--- config.mk ---
export PLATFORM = sky130hd
export DESIGN_NAME = mult_seq
export DESIGN_NICKNAME = d
export VERILOG_FILES = /design/src/rtl/math_pkg.sv /design/src/rtl/mbe_enc.sv /design/src/rtl/mult_seq.sv
export SDC_FILE = /design/constraint.sdc
export NUM_CORES = 1
export LEC_CHECK = 0
export CORE_MARGIN = 1.5
export CORE_UTILIZATION = 45
export DETAILED_ROUTE_END_ITERATION = 7
export PLACE_DENSITY = 0.67
export SLEW_MARGIN = 20
export SYNTH_ARGS = -nofsm -noshare
export SYNTH_HDL_FRONTEND = slang
export SYNTH_SLANG_ARGS = --single-unit
export TNS_END_PERCENT = 30
--- constraint.sdc ---
create_clock -name clk -period 3.25 [get_ports clk]
set_input_delay 0.325 -clock clk [delete_from_list [all_inputs] [get_ports clk]]
set_output_delay 0.325 -clock clk [all_outputs]
set_load 0.03 [all_outputs]
--- src/rtl/math_pkg.sv ---
// math_pkg: Booth digit type, FSM states and extended-width helper for mult_seq.
package math_pkg;

  typedef enum logic [1:0] {IDLE, CALC, DONE} state_t;

  typedef struct packed {
    logic neg;
    logic zero;
    logic two;
  } booth_t;

  function automatic int calc_nb(input int b_dw);
    return 2 * ((b_dw + 2) / 2);
  endfunction

  function automatic int calc_iter(input int b_dw);
    return calc_nb(b_dw) / 2;
  endfunction

  function automatic booth_t booth_dec(input logic [2:0] bits);
    booth_t d;
    d.neg  = bits[2];
    d.zero = (bits == 3'b000) || (bits == 3'b111);
    d.two  = (bits == 3'b011) || (bits == 3'b100);
    return d;
  endfunction

endpackage

--- src/rtl/mbe_enc.sv ---
// mbe_enc: radix-4 Booth encoder; ones-complement partial product plus negate bit.
module mbe_enc
  import math_pkg::*;
#(
  parameter int W = 16
) (
  input  logic [2:0]   bits_i,
  input  logic [W-1:0] a_i,
  output logic [W-1:0] pp_o,
  output logic         neg_o
);

  booth_t d;

  always_comb begin
    d     = booth_dec(bits_i);
    pp_o  = d.zero ? '0 : ((d.two ? {a_i[W-2:0], 1'b0} : a_i) ^ {W{d.neg}});
    neg_o = d.neg & ~d.zero;
  end

endmodule

--- src/rtl/mult_seq.sv ---
// mult_seq: iterative radix-4 Booth multiplier; define MULT_SEQ_EARLY_EXIT_EN for early termination.
module mult_seq
  import math_pkg::*;
#(
  parameter int A_DW = 8,
  parameter int B_DW = 8
) (
  input  logic                 clk,
  input  logic                 rst,
  input  logic                 in_valid_i,
  output logic                 in_ready_o,
  input  logic [A_DW-1:0]      a_i,
  input  logic [B_DW-1:0]      b_i,
  input  logic                 a_tc_i,
  input  logic                 b_tc_i,
  output logic                 out_valid_o,
  input  logic                 out_ready_i,
  output logic [A_DW+B_DW-1:0] c_o
);

  localparam int NB   = calc_nb(B_DW);
  localparam int ITER = calc_iter(B_DW);
  localparam int W    = A_DW + B_DW;
  localparam int CW   = $clog2(ITER + 1);

  state_t        state_q, state_d;
  logic [W-1:0]  acc_q, acc_d, a_q, a_d, pp, a_ext;
  logic [NB:0]   b_q, b_d, b_sh;
  logic [NB-1:0] b_ext;
  logic [CW-1:0] cnt_q, cnt_d;
  logic          neg, last;

  // Product is taken mod 2^W, so A only needs extending to W bits
  assign a_ext = {{B_DW{a_tc_i & a_i[A_DW-1]}}, a_i};
  assign b_ext = {{(NB-B_DW){b_tc_i & b_i[B_DW-1]}}, b_i};
  assign b_sh  = {{2{b_q[NB]}}, b_q[NB:2]};

  mbe_enc #(.W(W)) u_enc (
    .bits_i (b_q[2:0]),
    .a_i    (a_q),
    .pp_o   (pp),
    .neg_o  (neg)
  );

  always_comb begin
`ifdef MULT_SEQ_EARLY_EXIT_EN
    last = (cnt_q == CW'(ITER - 1)) || (&b_sh) || ~(|b_sh);
`else
    last = cnt_q == CW'(ITER - 1);
`endif
  end

  always_comb begin
    state_d = state_q;
    acc_d   = acc_q;
    a_d     = a_q;
    b_d     = b_q;
    cnt_d   = cnt_q;
    case (state_q)
      IDLE: if (in_valid_i) begin
        a_d     = a_ext;
        b_d     = {b_ext, 1'b0};
        acc_d   = '0;
        cnt_d   = '0;
        state_d = CALC;
      end
      CALC: begin
        acc_d   = acc_q + pp + {{(W-1){1'b0}}, neg};
        a_d     = {a_q[W-3:0], 2'b00};
        b_d     = b_sh;
        cnt_d   = cnt_q + CW'(1);
        state_d = last ? DONE : CALC;
      end
      DONE: state_d = out_ready_i ? IDLE : DONE;
      default: state_d = IDLE;
    endcase
  end

  always_ff @(posedge clk) begin
    if (rst) begin
      state_q <= IDLE;
      acc_q   <= '0;
      a_q     <= '0;
      b_q     <= '0;
      cnt_q   <= '0;
    end else begin
      state_q <= state_d;
      acc_q   <= acc_d;
      a_q     <= a_d;
      b_q     <= b_d;
      cnt_q   <= cnt_d;
    end
  end

  assign in_ready_o  = state_q == IDLE;
  assign out_valid_o = state_q == DONE;
  assign c_o         = acc_q;

endmodule

==> results of run 1 <==
## layout by cell type (no fill, tap or decap), types with 2 or more instances in the layout
master and n:
sky130_fd_sc_hd__a21oi_1 34, sky130_fd_sc_hd__clkdlybuf4s50_1 39, sky130_fd_sc_hd__nand3b_1 3, sky130_fd_sc_hd__a32o_1 2, sky130_fd_sc_hd__a2111oi_0 2, sky130_fd_sc_hd__nor2b_1 15, sky130_fd_sc_hd__inv_1 15, sky130_fd_sc_hd__nand2_1 19
sky130_fd_sc_hd__xnor2_1 7, sky130_fd_sc_hd__ha_1 16, sky130_fd_sc_hd__nand4_1 2, sky130_fd_sc_hd__clkbuf_8 5, sky130_fd_sc_hd__a31oi_1 2, sky130_fd_sc_hd__nand3_1 6, sky130_fd_sc_hd__fa_1 2, sky130_fd_sc_hd__nor3_1 12
sky130_fd_sc_hd__a311oi_1 2, sky130_fd_sc_hd__or3_1 3, sky130_fd_sc_hd__nand2b_1 5, sky130_fd_sc_hd__a211oi_1 2, sky130_fd_sc_hd__o221ai_1 2, sky130_fd_sc_hd__o21a_1 4, sky130_fd_sc_hd__nor2_1 74, sky130_fd_sc_hd__a22oi_1 29
sky130_fd_sc_hd__o21ai_1 2, sky130_fd_sc_hd__o21ai_0 30, sky130_fd_sc_hd__o211ai_1 3, sky130_fd_sc_hd__o221a_2 4, sky130_fd_sc_hd__buf_4 12, sky130_fd_sc_hd__dfxtp_1 48, sky130_fd_sc_hd__xor2_1 17
## state kept, by name, summed over array words and instances (netlist names)
| name | flops |
|---|---|
| a_q | 16 |
| b_q | 11 |
| c_o | 16 |
| cnt_q | 3 |
| state_q | 2 |
## power by group
part / internal (W) / total, W / switching [W] / leakage [nW]
clock network: 0.000146 / 0.000361 / 0.000214 / 0.0400
registers: 0.000627 / 0.000672 / 0.0000454 / 0.393
logic: 0.000190 / 0.000433 / 0.000242 / 1.08
total: 0.000964 / 0.00147 / 0.000502 / 1.51
## routing by layer
metal,track usage,vias to the layer above,part of all wire
li1,-,1544,-
met4,0.0337,0,0.0059
met3,0.0445,5,0.043
met5,0,-,0
met1,0.295,1373,0.50
met2,0.340,72,0.45
## through the flow
| step | hold slack (ns) | cell area, um2 |
|---|---|---|
| floorplan | 0.454 | 3180 |
| global placement | 0.451 | 3670 |
| detailed placement | 0.462 | 3670 |
| CTS | 0.475 | 3750 |
| global route | 0.495 | 3760 |
| finish | 0.476 | 3760 |
## logic make-up after synthesis
logic type / after synthesis / share of synthesized area
AOI/OAI and AO/OA: 134 / 0.286
xor gates and xnor gates: 24 / 0.0662
adders and majority gates: 18 / 0.0756
buffers and inverters: 43 / 0.0512
DFF: 48 / 0.303
muxes: 2 / 0.00670
and+or+nand+nor: 147 / 0.212
## area by class of cell
class | count | area, um2
fill | 642 | 3030
multi-input combinational | 325 | 2060
sequential | 48 | 961
timing repair buffer | 51 | 480
tap | 96 | 120
clock buffer | 5 | 68.8
inverter | 15 | 56.3
clock inverter | 2 | 12.5
## final timing paths
check | startpoint | end | cells past startpoint
max reg2reg | b_q[2]$_SDFFE_PP0P_ | c_o[14]$_SDFFE_PP0P_ | 11
max | b_q[2]$_SDFFE_PP0P_ | c_o[14]$_SDFFE_PP0P_ | 11
min reg2reg | c_o[9]$_SDFFE_PP0P_ | c_o[9]$_SDFFE_PP0P_ | 2
min | c_o[9]$_SDFFE_PP0P_ | c_o[9]$_SDFFE_PP0P_ | 2
## worst min-delay path, stage by stage (launching register included)
cell                      delay, ns
sky130_fd_sc_hd__dfxtp_1       0.34
sky130_fd_sc_hd__nand2_1       0.05
sky130_fd_sc_hd__o21ai_1       0.05
## timing repair
item / 4_1_cts / 5_1_grt
setup endpoints to repair: 3 / 5
cloned: 0 / 0
gates resized for setup: 1 / 3
==> results.txt, run 1 <==
Clock latency on the worst-skew pair, taken at its later pin, is 0.31 ns. The worst pin sits at a relative slew slack of 0.505. From synthesis to final layout, the design area changed by 18.5%.

The flow ran to the end, and the final reports show no timing, DRC or antenna violations. The number of non-filler instances in the completed layout came out at 542. The largest vdd supply drop came out at 0.000246 V. Dividing the detail-routed wire length by the instance count gives 13.9 um. The number of antenna diodes in the final layout is 0.

Post-CTS timing repair inserted 0 buffers for setup. The internal reg-to-reg setup slack came out at 0.20 ns. The final max-slew violation count is 0. The critical path goes through buf_4 > a21oi_1 > o221ai_1 > fa_1 > fa_1 > nor2b_2 > o2111ai_2 > a21oi_2 > o22ai_1 > o2111a_1 > a211o_1. Setup total negative slack on the finished layout was measured at 0 ns. The library cell occupying the most area in the post-synthesis netlist is sky130_fd_sc_hd__dfxtp_1. The number of hold violations in the final report came out at 0. Setup violations remaining at the end of the flow were counted as 0. The initial antenna violation count came out at 0. The reported max-cap violation count is 0. The number of global-route vias before repair came to 2724. The global router's overall resource usage is 0.211. The cell family contributing the most delay on the critical path is compound AO/OA/AOI/OAI gates. The core region area came out at 0.00679 mm2. The count of antenna-violating nets left after detailed routing came out at 0. The share of synthesized registers carrying an async set or reset came out at 0. The root buffer cell chosen for the clock tree is sky130_fd_sc_hd__clkbuf_8.

The critical path is of the flop to flop type. The first global-routing pass estimated 12800 um of wire. The total of warnings raised by yosys is 0. The via count normalized by instance count is 5.52. Of all nets on the critical path, the largest fanout is 8. The number of nets in the layout is 486. The detailed-placement wirelength estimate came out at 5390 um. The iteration-0 DRC count of the detailed router came out at 148.

STA classifies the critical path endpoint as a flop. Synthesis inferred 48 register bits. The startpoint type of the worst setup path is a flop. The actual transition at the worst max-transition pin is 0.740 ns. The overall die height came out at 87.0 um. The via count of the routed design is 2994. The placement-stage worst setup slack came out at -0.0639 ns. The number of buffers between clock root and the deepest sink is 2. The I/O pin count came out at 40. The initial cell density of the core is 0.467. Global routing finished with a remaining overflow of 0.

The most repeated cell in the gate-level netlist after synthesis is sky130_fd_sc_hd__nor2_1. For this design, the slowest cell found on the critical path is sky130_fd_sc_hd__fa_1. After detailed placement, the design holds a cell count of 535.

The synthesized area divided by synthesized cell count is 7.63 um2. The post-cts hold buffer count is 0. The overall routed net length is 7510 um. The number of iterations in the first detailed-routing pass is 7. Setup repair after global routing left no endpoint under its margin.

Counting stages on the worst path, the most repeated cell is sky130_fd_sc_hd__fa_1. The arrival time of data at the critical path endpoint came out at 3.25 ns. The most used flip-flop cell after synthesis is sky130_fd_sc_hd__dfxtp_1. The worst path in the final design needs a cycle of 3.05 ns, including I/O delays and setup. The remaining design rule violation count is 0. The leakage power is 1.51 nW. In this run, CTS created clock tree buffers numbering 5.

After synthesis, the most frequently instantiated cells are sky130_fd_sc_hd__nor2_1 (75), sky130_fd_sc_hd__dfxtp_1 (48), sky130_fd_sc_hd__a21oi_1 (34). The number of H-tree levels came out at 2. The data required time at the worst endpoint came out at 3.46 ns.

The die covers 0.00757 mm2. The fraction of the yosys area taken by sequential cells is 0.303. After floorplanning, the core was divided into 30 placement rows. Sorting the synthesized cells by area gives the leading types as sky130_fd_sc_hd__dfxtp_1 (30%), sky130_fd_sc_hd__nor2_1 (8.9%), sky130_fd_sc_hd__a22oi_1 (6.9%).

The net count of the mapped netlist came out at 456. Counting flops with a built-in enable in the synthesized netlist gives 0. The path type of the worst min-delay path is flop to flop. The overall die width is 87.0 um.

The gate count of the mapped netlist is 416. Yosys mapped the design onto 55 distinct sky130hd cell types. The largest stage delay on the critical path came out at 0.47 ns. The fraction of final layout cells with drive strength greater than 1 is 0.0717. The minimum setup slack in the final design came out at 0.204 ns. For this design, the sink count on the clock tree is 48. The combined buffer and inverter count along the critical path is 1. The final core area utilization came out at 0.554. The clock-pin slew on the worst setup and hold paths is 0.09 ns. The number of buffers added on ports is 39. The part of the cycle the worst path needs came out at 0.937. The total power per unit cell area came out at 389 mW/mm2. The total power draw is 0.00147 W. The weighted congestion at the end of routability-driven global placement came out at 0.866. TritonCTS built the clock tree. The maximum clock frequency came out at 328 MHz. The post-synth design cell area came out at 0.00318 mm2. The largest net degree at the start of global routing is 36. The setup skew after layout came out at 0.00370 ns. Of the post-synthesis cell area, the dominant cell type holds 0.303.
Note: power is estimated with default switching activity, not from simulation.
==> run 2: changes to the inputs <==
--- a/config.mk
+++ b/config.mk
@@ -8,7 +8,7 @@
 export CORE_MARGIN = 1.5
 export CORE_UTILIZATION = 45
 export DETAILED_ROUTE_END_ITERATION = 7
-export PLACE_DENSITY = 0.67
+export PLACE_DENSITY = 0.7
 export SLEW_MARGIN = 20
 export SYNTH_ARGS = -nofsm -noshare
 export SYNTH_HDL_FRONTEND = slang
==> constraint.sdc (replaced) <==
create_clock -name clk -period 2.4 [get_ports clk]
set_input_delay 0.24 -clock clk [delete_from_list [all_inputs] [get_ports clk]]
set_output_delay 0.24 -clock clk [all_outputs]
set_load 0.03 [all_outputs]
==> run 2 against run 1 <==
Net effect:
- the flow now finishes with violations (setup timing)
- global-route usage is 3.0 points higher
- flip-flop and latch count stayed put
- register-to-register slack worse by 0.63 ns
- critical path depth is 1 higher
- non-clock buffer count is 56 higher
- core utilization is 9.5 points higher
- clock-buffer cell count is 1 higher
- first-iteration DRC count is 10% lower
- critical endpoint is now c_o[12]$_SDFFE_PP0P_
==> results.txt, run 2 (synthesized netlist as in run 1, its figures left out) <==
The checks that failed: setup timing. The startpoint type of the worst setup path is a flop. The source-to-sink clock delay at the later pin of the worst-skew pair is 0.31 ns (about the same). The combined buffer and inverter count along the critical path came out at 2 (+1).

The I/O pin count was 40 (unchanged). The placement-stage worst setup slack is -0.432 ns (-0.368 ns). The actual transition at the worst max-transition pin came to 0.536 ns (-0.204 ns). The overall die area is 0.00757 mm2 (unchanged). The total negative slack came out at -2.94 ns (-2.94 ns).

The core region area is 0.00679 mm2 (unchanged). The capturing element type of the critical path is a flop. The overall routed net length came out at 9040 um (+20%). The fraction of final layout cells with drive strength greater than 1 came out at 0.231 (+0.159).

The top cell types in the final layout, fill and taps aside, are sky130_fd_sc_hd__nor2_1 (71), sky130_fd_sc_hd__buf_4 (63), sky130_fd_sc_hd__dfxtp_1 (44). The number of antenna diodes came out at 0 (unchanged). The number of non-filler instances in the completed layout came out at 599 (+11%). The number of buffers added on ports came to 39 (unchanged). The remaining design rule violation count is 0 (unchanged). The final count of negative-setup-slack endpoints is 12 (+12).

The total number of clock tree sinks came out at 48 (unchanged). TritonCTS built the clock tree. The via count of the routed design was 3295 (+10%). The final max-slew violation count came out at 0 (unchanged).

The met2 wirelength from detailed routing came to 4510 um (+34%). The run finished, with violations left. In this run the worst setup path begins at b_q[2]$_SDFFE_PP0P_.

The worst hold path begins at c_o[9]$_SDFFE_PP0P_. In this run the worst hold path is classified as flop to flop. The weighted congestion at the end of routability-driven global placement is 0.916 (+5.7%). The initial antenna violation count came out at 0 (unchanged). The data required time at the worst endpoint is 2.60 ns (-0.86 ns).

The arrival time of data at the critical path endpoint is 3.03 ns (-0.22 ns). The largest net degree at the start of global routing came out at 40 (+11%). The total power per unit cell area came out at 506 mW/mm2 (+30%). The clock-pin slew on the worst setup and hold paths is 0.09 ns (about the same). The overall die height was 87.0 um (unchanged). The part of the cycle the worst path needs was 1.18 (+0.240). The register area is 973 um2 (+1.3%). The detailed-placement wirelength estimate came out at 6220 um (+15%). The first-pass GRT wire length is 14600 um (+14%). The overall die width is 87.0 um (unchanged). The total power draw came out at 0.00223 W (+52%).

The worst register-to-register path begins at b_q[2]$_SDFFE_PP0P_. By startpoint and endpoint, the worst setup path is classified as flop to flop. The cell area reported after detailed placement is 0.00408 mm2 (+11%).

The leakage power is 1.87 nW (+24%). The post-cts hold buffer count came out at 0 (unchanged). The filler cell count in the final layout is 565 (-12%). The number of cell rows is 30 (unchanged). The number of nets in the layout was 543 (+12%). The largest stage delay on the critical path came out at 0.39 ns (-0.08 ns). The wire length on met3 came out at 337 um (+4.3%).

The reported max-cap violation count came out at 0 (unchanged). The number of global-route vias before repair came out at 3104 (+14%). The number of H-tree levels came out at 2 (unchanged). The biggest fanout along the worst timing path was 8 (unchanged). For this design, the slowest cell found on the critical path is sky130_fd_sc_hd__dfxtp_4. The global router's overall resource usage came out at 0.241 (+0.0295). The initial cell density of the core was 0.467 (unchanged). Leaving out fill and tap cells, the most frequent cell in the layout is sky130_fd_sc_hd__nor2_1. The met1 wire length is 4110 um (+9.0%).

The via count normalized by instance count came to 5.50 (-0.42%). The largest vdd supply drop is 0.000294 V (+19%). The iteration-0 DRC count of the detailed router is 133 (-10%). The setup skew after layout came out at 0.00568 ns (+0.00198 ns). The minimum setup slack in the final design is -0.426 ns (-0.630 ns). Signal routing reaches up to met4.

The area growth from synthesis to layout is 38.8%. The final design area excluding fillers came out at 0.00441 mm2 (+17%). The critical path goes through buf_8 > buf_4 > xor2_1 > a22oi_1 > o21ai_1 > ha_1 > a21o_1 > a21oi_4 > a21oi_2 > o311a_1 > or3_1 > a32o_1. The shortest clock period the worst path allows after layout came out at 2.83 ns (-0.220 ns). The post-placement cell count is 583 (+9.0%). The number of CTS-inserted buffers came out at 5 (unchanged).

The relative slew slack came out at 0.642 (+0.138). The number of hold violations in the final report is 0 (unchanged). In this design, the largest share of critical-path delay is due to compound AO/OA/AOI/OAI gates. The average wire per standard cell is 15.1 um (+9.0%). The clock tree root buffer cell is sky130_fd_sc_hd__clkbuf_8. The maximum clock frequency is 354 MHz (+7.8%). The count of antenna-violating nets left after detailed routing was 0 (unchanged).

The sum of overflow across all layers after global routing came out at 0 (unchanged). Setup repair after global routing could not meet its margin everywhere. The number of buffers between clock root and the deepest sink is 2 (unchanged).

The number of iterations in the first detailed-routing pass is 4 (-3). The area of combinational cells with multiple inputs is 0.00224 mm2 (+8.3%).
==> run 2: layer usage <==
metal	vias up	GRT usage
li1	1663	-
met1	1555	0.321
met2	68	0.399
met3	9	0.0370
met4	0	0.0777
met5	-	0
==> run 2: power breakdown <==
part           total, W  internal, W  leakage [nW]  switching, W
combinational  0.000794     0.000392          1.43      0.000403
clock          0.000526     0.000231        0.0473      0.000296
sequential     0.000910     0.000849         0.396     0.0000612
total           0.00223      0.00147          1.87      0.000759
==> run 2: final timing paths <==
| path | end | slack, ns | depth (start not counted) |
|---|---|---|---|
| setup / recovery | c_o[12]$_SDFFE_PP0P_ | -0.43 | 12 |
| hold / removal | c_o[9]$_SDFFE_PP0P_ | 0.48 | 2 |
| setup reg to reg | c_o[12]$_SDFFE_PP0P_ | -0.43 | 12 |
| hold reg to reg | c_o[9]$_SDFFE_PP0P_ | 0.48 | 2 |
==> run 2: tightest hold or removal path, cell delays in order, from the launching register on <==
cell and delay [ns]:
sky130_fd_sc_hd__dfxtp_1 0.34, sky130_fd_sc_hd__nand2_1 0.06, sky130_fd_sc_hd__o21ai_1 0.05
==> run 2: final cells by class <==
class / instances / area share
clock buffer: 6 / 0.0187
clock inverter: 1 / 0.00199
inverter: 15 / 0.0128
multi-input combinational: 326 / 0.507
sequential: 48 / 0.221
tap: 96 / 0.0272
timing repair buffer: 107 / 0.211
==> run 2: timing repair <==
| action | CTS | global route |
|---|---|---|
| gates resized for setup | 27 | 14 |
| endpoints found under the setup margin | 11 | 12 |
| gates cloned | 1 | 0 |
| pin swaps | 17 | 7 |
| buffers inserted | 2 | 6 |
==> run 2: stage by stage <==
| step | util | hold slack (ns) |
|---|---|---|
| after floorplan | - | 0.402 |
| after global placement | 0.600 | 0.455 |
| after detailed placement | 0.600 | 0.466 |
| after CTS | 0.633 | 0.479 |
| after global routing | 0.649 | 0.497 |
| final | 0.649 | 0.477 |
==> variant: new RTL, settings of run 1 <==
`B_DW`: 8 -> 32.
--- a/src/rtl/mult_seq.sv
+++ b/src/rtl/mult_seq.sv
@@ -3,7 +3,7 @@
   import math_pkg::*;
 #(
   parameter int A_DW = 8,
-  parameter int B_DW = 8
+  parameter int B_DW = 32
 ) (
   input  logic                 clk,
   input  logic                 rst,
Ports: changed (resized b_i and c_o); port bits go from 40 to 88. No check against the original RTL was run, so the function may have changed too.
==> variant against run 1 <==
Routed wire length grew to 3.1 times the old value. Power grew to 3.6 times the old value. Global-route usage increased by 3.7 points. Critical endpoint is now c_o[28]. The flow now finishes with violations (negative setup slack). Fmax shrank 15%. Worst setup slack got worse by 0.52 ns. Area after synthesis rose to 2.5 times the old value. Sequential cell count rose by 74. Highest routed layer unchanged. Synthesized cell count grew to 2.6 times the old value. Design area grew to 3.0 times the old value.
==> variant: results (changes against run 1) <==
Clock network
  • Root buffer cell: clkbuf_16
  • H-tree depth: 4 (+2)
  • Clk pin slew, worst setup/hold paths: 0.06 ns (-0.03 ns)
  • Worst-Skew Late Latency: 0.42 ns (+0.11 ns)
  • Num CTS Buffers: 17 (+12)

Logic synthesis
  • Top post-synthesis cells by area: dfxtp_1 (31%), nor2_1 (8.7%), a21oi_1 (7.4%), a22oi_1 (7.3%), ha_1 (6.3%)
  • Top post-synthesis cells by count: nor2_1 (185), dfxtp_1 (122), a21oi_1 (118)
  • Proportion of synthesized area in mux cells: 0.00627 (-0.000433)
  • Compound-Gate Fraction of Synth Area: 0.278 (-0.00848)
  • Post-synthesis adder-cell area fraction: 0.0677 (-0.00798)
  • Synthesized area per cell: 7.41 um^2 (-2.9%)
  • Synthesized Nets: 1166 (+160%)
  • Synth warn: 0 (unchanged)
  • Seq/Total Area, Yosys: 0.306 (+0.00316)
  • Synth Area in XOR/XNOR: 0.0789 (+0.0128)

GRT
  • Vias in the first global route: 7725 (+180%)
  • First-pass GRT wire length: 37300 um (+190%)
  • Largest net degree at the start of global routing: 77 (+110%)
  • Total Routing Usage GR: 0.249 (+0.0371)
  • Antenna violations before repair: 0 (unchanged)

Power
  • Clock group share of total power: 0.377 (+0.131)
  • Pwr Density: 467 nW/um^2 (+20%)
  • Worst vdd ir: 423 uV (+72%)
  • Internal power: 3.47 mW (+260%)
  • Seq power: 1.70 mW (+150%)

Critical path
  • Critical Path Max Stage Delay: 0.45 ns (-0.02 ns)
  • RR Startpoint: b_q[1]
  • FF-to-FF End: c_o[28]
  • Crit-path max FO: 6 (-2)
  • Worst path slowest cell: o41ai_4
  • Crit path to: c_o[28]
  • Worst EP arrival: 3.87 ns (+0.62 ns)
  • Worst reg-to-reg path cell count: 16 (+5)

Timing
  • Max_slew headroom: 0.531 (+0.0265)
  • Count of final setup violators: 18 (+18)
  • Clock Skew: 0.00812 ns (+0.00442 ns)
  • Worst setup margin: -0.318 ns (-0.522 ns)

Run status
  • Outcome: finished, violations left
  • Failing checks: negative setup slack

Finish
  • Synthesis-to-finish area growth: 39.6%
  • Filler cells: 1487 (+130%)
  • Ratio of cells with drive above 1 in the final layout: 0.217 (+0.145)
  • Fin cells: 1494 (+180%)
  • Nets: 1344 (+180%)

Place
  • Input/output buffers: 87 (+120%)
  • Placed inst area: 9930 um^2 (+170%)
  • Inst Count DP: 1445 (+170%)
  • Placer Congestion: 0.879 (+1.4%)
  • Final HPWL DP: 15100 um (+180%)

Routing
  • Initial DRT Pass Iterations: 6 (-1)
  • Initial drt markers: 586 (+300%)
  • Vias/cell: 5.53 (+0.18%)
  • Avg WL per Cell: 15.4 um (+11%)

Worst hold path
  • Hold Crit Class: in -> reg
## variant: final cells by class
| class | instances | area share |
|---|---|---|
| clock inverter | 15 | 0.0158 |
| multi-input combinational | 854 | 0.504 |
| clock buffer | 17 | 0.0382 |
| timing repair buffer | 245 | 0.191 |
| tap | 225 | 0.0253 |
| sequential | 122 | 0.220 |
| inverter | 16 | 0.00539 |
## variant: how the worst min path moves through the flow
| stage | cells after the start | from | slack (ns) | endpoint |
|---|---|---|---|---|
| 6_report | 2 | rst | 0.37 | c_o[14] |
| 5_1_grt | 2 | rst | 0.39 | c_o[19] |
| 4_1_cts | 2 | rst | 0.35 | c_o[9] |
| 3_5_place_dp | 1 | c_o[39] | 0.45 | c_o[39] |
| 3_3_place_gp | 2 | c_o[29] | 0.46 | c_o[29] |
| 2_1_floorplan | 1 | cnt_q[4] | 0.44 | cnt_q[4] |
## variant: layer usage
metal / vias up / GRT usage / part of all wire
li1: 4192 / - / -
met1: 3823 / 0.313 / 0.45
met2: 208 / 0.418 / 0.49
met3: 45 / 0.0451 / 0.038
met4: 0 / 0.102 / 0.029
met5: - / 0 / 0
## variant: per-stage QoR
| step | setup WS (ns) | TNS, ns | hold slack [ns] |
|---|---|---|---|
| global route | -0.450 | -5.22 | 0.385 |
| finish | -0.318 | -2.57 | 0.373 |
| CTS | -0.234 | -1.46 | 0.351 |
| floorplan | -0.178 | -0.422 | 0.439 |
| global placement | -0.415 | -4.20 | 0.457 |
| detailed placement | -0.517 | -5.42 | 0.452 |
## variant: timing repair
| item | 4_1_cts | 5_1_grt |
|---|---|---|
| pin swaps | 24 | 52 |
| endpoints found under the setup margin | 20 | 23 |
| hold endpoints to repair | 0 | 0 |
| setup buffers | 8 | 10 |
| cloned | 1 | 0 |
| gates resized for setup | 60 | 64 |
